===== src/rtl/result_bus_arbiter.sv =====
// Result-bus arbiter: shares the two ROB/RS result-write buses among NUM_REQ
// completing units using rotating round-robin priority. Up to two results are
// accepted per cycle and appear on the buses one cycle later.
module result_bus_arbiter #(
    parameter int ROB_WIDTH = 4,
    parameter int NUM_REQ   = 4,
    parameter int REQ_WIDTH = 2
) (
    input  logic                          clk_in,
    input  logic                          rst_in,
    input  logic                          rdy_in,
    input  logic                          flush_in,
    input  logic [NUM_REQ-1:0]            req_valid,
    input  logic [NUM_REQ*32-1:0]         req_value,
    input  logic [NUM_REQ*ROB_WIDTH-1:0]  req_tag,
    output logic [NUM_REQ-1:0]            req_grant,
    output logic                          bus0_valid,
    output logic [31:0]                   bus0_value,
    output logic [ROB_WIDTH-1:0]          bus0_tag,
    output logic [REQ_WIDTH-1:0]          bus0_src,
    output logic                          bus1_valid,
    output logic [31:0]                   bus1_value,
    output logic [ROB_WIDTH-1:0]          bus1_tag,
    output logic [REQ_WIDTH-1:0]          bus1_src,
    output logic [15:0]                   conflict_cnt
);

    // Index arithmetic wraps at NUM_REQ, which need not be a power of two.
    function automatic logic [REQ_WIDTH-1:0] wrap_idx(input int base, input int off);
        int s;
        s = base + off;
        if (s >= NUM_REQ) s = s - NUM_REQ;
        return REQ_WIDTH'(s);
    endfunction

    // Saturating increment so the counter sticks at all-ones.
    function automatic logic [15:0] sat_inc16(input logic [15:0] c);
        return (c == 16'hFFFF) ? c : c + 16'd1;
    endfunction

    logic                 grant_en;
    logic [REQ_WIDTH-1:0] rr_ptr;
    logic                 pick0_vld_p0;
    logic                 pick1_vld_p0;
    logic [REQ_WIDTH-1:0] pick0_p0;
    logic [REQ_WIDTH-1:0] pick1_p0;
    logic [31:0]          pick0_value_p0;
    logic [31:0]          pick1_value_p0;
    logic [ROB_WIDTH-1:0] pick0_tag_p0;
    logic [ROB_WIDTH-1:0] pick1_tag_p0;
    logic                 conflict_p0;
    logic [REQ_WIDTH-1:0] rr_next_p0;

    // Grants are suppressed during reset, pause and flush.
    assign grant_en = rst_in & rdy_in & ~flush_in;

    // Scan from rr_ptr upward; the first two valid requesters become pick0/pick1.
    always_comb begin
        logic [REQ_WIDTH-1:0] idx;
        idx          = '0;
        pick0_vld_p0 = 1'b0;
        pick1_vld_p0 = 1'b0;
        pick0_p0     = '0;
        pick1_p0     = '0;
        for (int k = 0; k < NUM_REQ; k++) begin
            idx = wrap_idx(int'(rr_ptr), k);
            if (req_valid[idx]) begin
                if (!pick0_vld_p0) begin
                    pick0_vld_p0 = 1'b1;
                    pick0_p0     = idx;
                end else if (!pick1_vld_p0) begin
                    pick1_vld_p0 = 1'b1;
                    pick1_p0     = idx;
                end
            end
        end
    end

    assign pick0_value_p0 = req_value[32*int'(pick0_p0) +: 32];
    assign pick1_value_p0 = req_value[32*int'(pick1_p0) +: 32];
    assign pick0_tag_p0   = req_tag[ROB_WIDTH*int'(pick0_p0) +: ROB_WIDTH];
    assign pick1_tag_p0   = req_tag[ROB_WIDTH*int'(pick1_p0) +: ROB_WIDTH];
    assign conflict_p0    = ($countones(req_valid) > 2);

    // Pointer moves just past the last requester granted this cycle.
    assign rr_next_p0 = pick1_vld_p0 ? wrap_idx(int'(pick1_p0), 1) :
                        pick0_vld_p0 ? wrap_idx(int'(pick0_p0), 1) : rr_ptr;

    // Combinational grant mask returned to the units for their handshake.
    always_comb begin
        req_grant = '0;
        if (grant_en) begin
            if (pick0_vld_p0) req_grant[pick0_p0] = 1'b1;
            if (pick1_vld_p0) req_grant[pick1_p0] = 1'b1;
        end
    end

    // ---- stage p0 -> p1: register picks onto the result buses ----
    // Bus, pointer and conflict-counter state; holds while rdy_in is low.
    always_ff @(posedge clk_in or negedge rst_in) begin
        if (!rst_in) begin
            bus0_valid   <= 1'b0;
            bus0_value   <= '0;
            bus0_tag     <= '0;
            bus0_src     <= '0;
            bus1_valid   <= 1'b0;
            bus1_value   <= '0;
            bus1_tag     <= '0;
            bus1_src     <= '0;
            rr_ptr       <= '0;
            conflict_cnt <= '0;
        end else if (rdy_in) begin
            if (flush_in) begin
                bus0_valid <= 1'b0;
                bus1_valid <= 1'b0;
                rr_ptr     <= '0;
            end else begin
                bus0_valid <= pick0_vld_p0;
                bus1_valid <= pick1_vld_p0;
                if (pick0_vld_p0) begin
                    bus0_value <= pick0_value_p0;
                    bus0_tag   <= pick0_tag_p0;
                    bus0_src   <= pick0_p0;
                end
                if (pick1_vld_p0) begin
                    bus1_value <= pick1_value_p0;
                    bus1_tag   <= pick1_tag_p0;
                    bus1_src   <= pick1_p0;
                end
                rr_ptr <= rr_next_p0;
                if (conflict_p0) conflict_cnt <= sat_inc16(conflict_cnt);
            end
        end
    end

endmodule


===== config.mk =====
export PLATFORM = sky130hd
export DESIGN_NAME = result_bus_arbiter
export DESIGN_NICKNAME = d
export VERILOG_FILES = /design/src/rtl/result_bus_arbiter.sv
export SDC_FILE = /design/constraint.sdc
export NUM_CORES = 1
export LEC_CHECK = 0
export BUFFER_PORTS_ARGS = -buffer_cell sky130_fd_sc_hd__buf_2
export CAP_MARGIN = 20
export CORE_ASPECT_RATIO = 1.2
export CORE_MARGIN = 2
export CORE_UTILIZATION = 55
export CTS_CLUSTER_DIAMETER = 30
export DETAILED_ROUTE_END_ITERATION = 7
export HOLD_SLACK_MARGIN = 0.02
export PLACE_DENSITY_LB_ADDON = 0.12
export SYNTH_ARGS = -nofsm -noshare
export SYNTH_HDL_FRONTEND = slang
export SYNTH_SLANG_ARGS = --single-unit

===== constraint.sdc =====
create_clock -name clk_in -period 7.3 [get_ports clk_in]
set_clock_uncertainty 0.05 [all_clocks]
set_input_delay 0.365 -clock clk_in [delete_from_list [all_inputs] [get_ports clk_in]]
set_output_delay 0.365 -clock clk_in [all_outputs]
set_load 0.01 [all_outputs]

==> results.toml <==
[finish]
utilization_pct = 67.88
final_net_count = 1088
layout-drive-gt1-share_pct = 38.33
area_delta_synth_final_pct = 21.26

[yosys]
yosysTopAreaCellShare_pct = 35.60
synthTopCellsByArea = "dfrtp_1, a211oi_1, mux2i_1"
syn_area_um2 = 6749
yosysMostFrequentCell = "dfrtp_1"
async_flop_share_pct = 100.0
ys_warn_count = 0
netlist_instances = 730
syn_nets = 889
synth_top_area_cell = "dfrtp_1"
ys_ff_latch = 96
ys.flop_type = "dfrtp_1"
synth.avg_cell_area_um2 = 9.245
synth_common_cells = "dfrtp_1, a211oi_1, nand2_1, nor2_1, mux2i_1"
synth.distinct_cells = 61
seq_area_frac_synth_pct = 35.60
synth_edf_count = 0

[clocking]
cts_tree = "yes"
clock_latency_ns = 0.35
cts_buffers = 9
cts.sinks = 96
clock_path_buffers = 2
post_cts_resized = 0
h-tree-depth = 3
clkTransAtPathRegs_ns = 0.08
root_buffer = "clkbuf_16"

[worst_setup_path]
path_cells = "mux2_2 > nand2_1 > o21ai_0 > ha_1 > nor2b_1 > o2111a_1 > a211oi_4 > buf_4 > and2_2 > nand3_1 > a21oi_1 > buf_2"
critical_path_class = "flop to primary output"
critical_path.max_stage_delay_ns = 0.76
cp_data_required_time_ns = 6.88
startpoint_type = "flop"
crit_slowest_cell = "dfrtp_1"
crit_arrival_ns = 4.03
crit_path_max_fanout = 38
cp-end-kind = "primary output"

[detailed_routing]
drtIter0Drc = 559
wl_per_cell_um = 20.96
viasPerCell = 6.331
drt_wl_total_um = 22990
num_vias = 6945
ant_nets = 0
drc = 0
first_pass_iters = 5

[global_route]
grt_first_pass_wirelength_um = 36050
track_usage_pct = 34.36
grt-ovfl-total = 0
antenna_found_initial = 3
grt_pass1_vias = 7065
grt_start_max_net_pins = 61

[floorplan]
rows = 44
start_util_pct = 55.98
die-area_um2 = 13180
core_area_um2 = 12060
die_w_um = 105.1
io_pins = 250
die_height_um = 125.3

[timing]
period_share_pct = 60.95
fmax_mhz = 224.7
fin_tns_setup_ns = 0
finalWorstSetupSlack_ns = 2.850
rsz0062_at_grt = "false"
timing.final.hold_violations = 0
tightest_slew_ns = 1.044
finalCriticalPeriod_ns = 4.450
slew_viol_final = 0
hold_slack_ns = 0.1796
slew_headroom_pct = 30.22
finalSetupViolations = 0

[run_status]
status = "finished, final reports clean"

[power]
power.density_nw_per_um2 = 341.8
irDropWorstVdd_v = 0.0002064
power.leakage_uw = 0.003766

[run]
drv_cap = 0

[place]
routabilityCongestion = 0.9067
io_buffers = 249
place_ws_ns = 3.050
dp_hpwl_um = 15430

[hold_path]
hold_class = "input pin to flop"
through the flow:
| step | area, um2 | instances | power [uW] |
|---|---|---|---|
| after CTS | 8179 | 1095 | 2790 |
| after floorplan | 6749 | 730 | 1852 |
| final | 8184 | 1097 | 2797 |
| after detailed placement | 7859 | 1078 | 2280 |
| after global routing | 8184 | 1097 | 2962 |
| after global placement | 7859 | 1078 | 2237 |
per-layer routing:
| metal | vias to the layer above | track usage [%] | share of wire (%) |
|---|---|---|---|
| met4 | 2 | 17.65 | 4.1 |
| met3 | 79 | 7.143 | 8.6 |
| met5 | - | 0 | 0.048 |
| li1 | 3097 | - | - |
| met1 | 3348 | 42.20 | 39 |
| met2 | 419 | 57.03 | 48 |
final timing paths:
| path | slack (ns) | from | cells after the start | to |
|---|---|---|---|---|
| max | 2.85 | rr_ptr[1] | 12 | req_grant[0] |
| min | 0.18 | rdy_in | 2 | bus0_valid |
| max reg2reg | 2.99 | rr_ptr[1] | 12 | bus1_value[20] |
| min reg2reg | 0.43 | bus1_src[1] | 2 | bus1_src[1] |
| max in group asynchronous | 5.55 | rst_in | 3 | bus1_tag[0] |
| min in group asynchronous | 0.46 | rst_in | 2 | bus0_value[2] |
layout make-up:
cell class	instances	area, um2
tap	161	201.4
timing repair buffer	260	1334
clock inverter	7	85.08
clock buffer	9	225.2
antenna	2	5.005
multi-input combinational	548	3879
sequential	96	2402
fill	1002	3872
inverter	14	52.55
cell families (layout without fill, tap and decap cells):
| logic type | Yosys count | count (layout) | share of synthesized area, % |
|---|---|---|---|
| AOI/OAI and AO/OA | 214 | 214 | 26.99 |
| xor gates and xnor gates | 17 | 17 | 2.206 |
| adders and majority gates | 8 | 8 | 1.576 |
| buffers and inverters | 86 | 290 | 7.471 |
| DFF | 96 | 96 | 35.60 |
| muxes | 43 | 43 | 6.600 |
| other | 0 | 2 | 0 |
| and+or+nand+nor | 266 | 266 | 19.56 |
power breakdown:
part           internal, uW  switching [uW]  total (uW)
Clock                   274             236         509
Combinational           535             859        1390
Sequential              737             156         893
Total                  1550            1250        2800
flip-flops by register name (all words and copies together) (netlist names):
register	cells
bus0_tag	4
bus1_valid	1
bus1_tag	4
conflict_cnt	16
bus1_value	32
bus0_value	32
bus1_src	2
rr_ptr	2
bus0_src	2
bus0_valid	1
cell usage in the layout (no fill, tap or decap), drive strengths merged, types with 3 or more instances in the layout:
cell	count
a211oi	94
o21ai	10
nand4	5
a311oi	36
a21oi	23
buf	259
xnor2	12
and3	38
a31o	17
mux2i	40
xor2	5
a211o	3
and2	4
ha	6
nand3b	5
clkbuf	9
nand3	10
inv	18
dfrtp	96
nor3	6
nor4	4
nand2b	4
a21boi	19
nor2b	3
nor2	81
nand2	92
or4	4
critical path: cells and delay by family, from the launching register on:
family / cells / cell delay (ns)
compound gates: 4 / 0.70
fa+ha+maj: 1 / 0.25
buf+inv: 2 / 0.51
flops: 1 / 0.76
mux: 1 / 0.42
simple gates: 4 / 1.01
what timing repair did:
action | 4_1_cts | 5_1_grt
buffers inserted | 0 | 0
endpoints found under the hold margin | 36 | 0
hold buffers | 1 | 0
(Power assumes the default switching activity.)
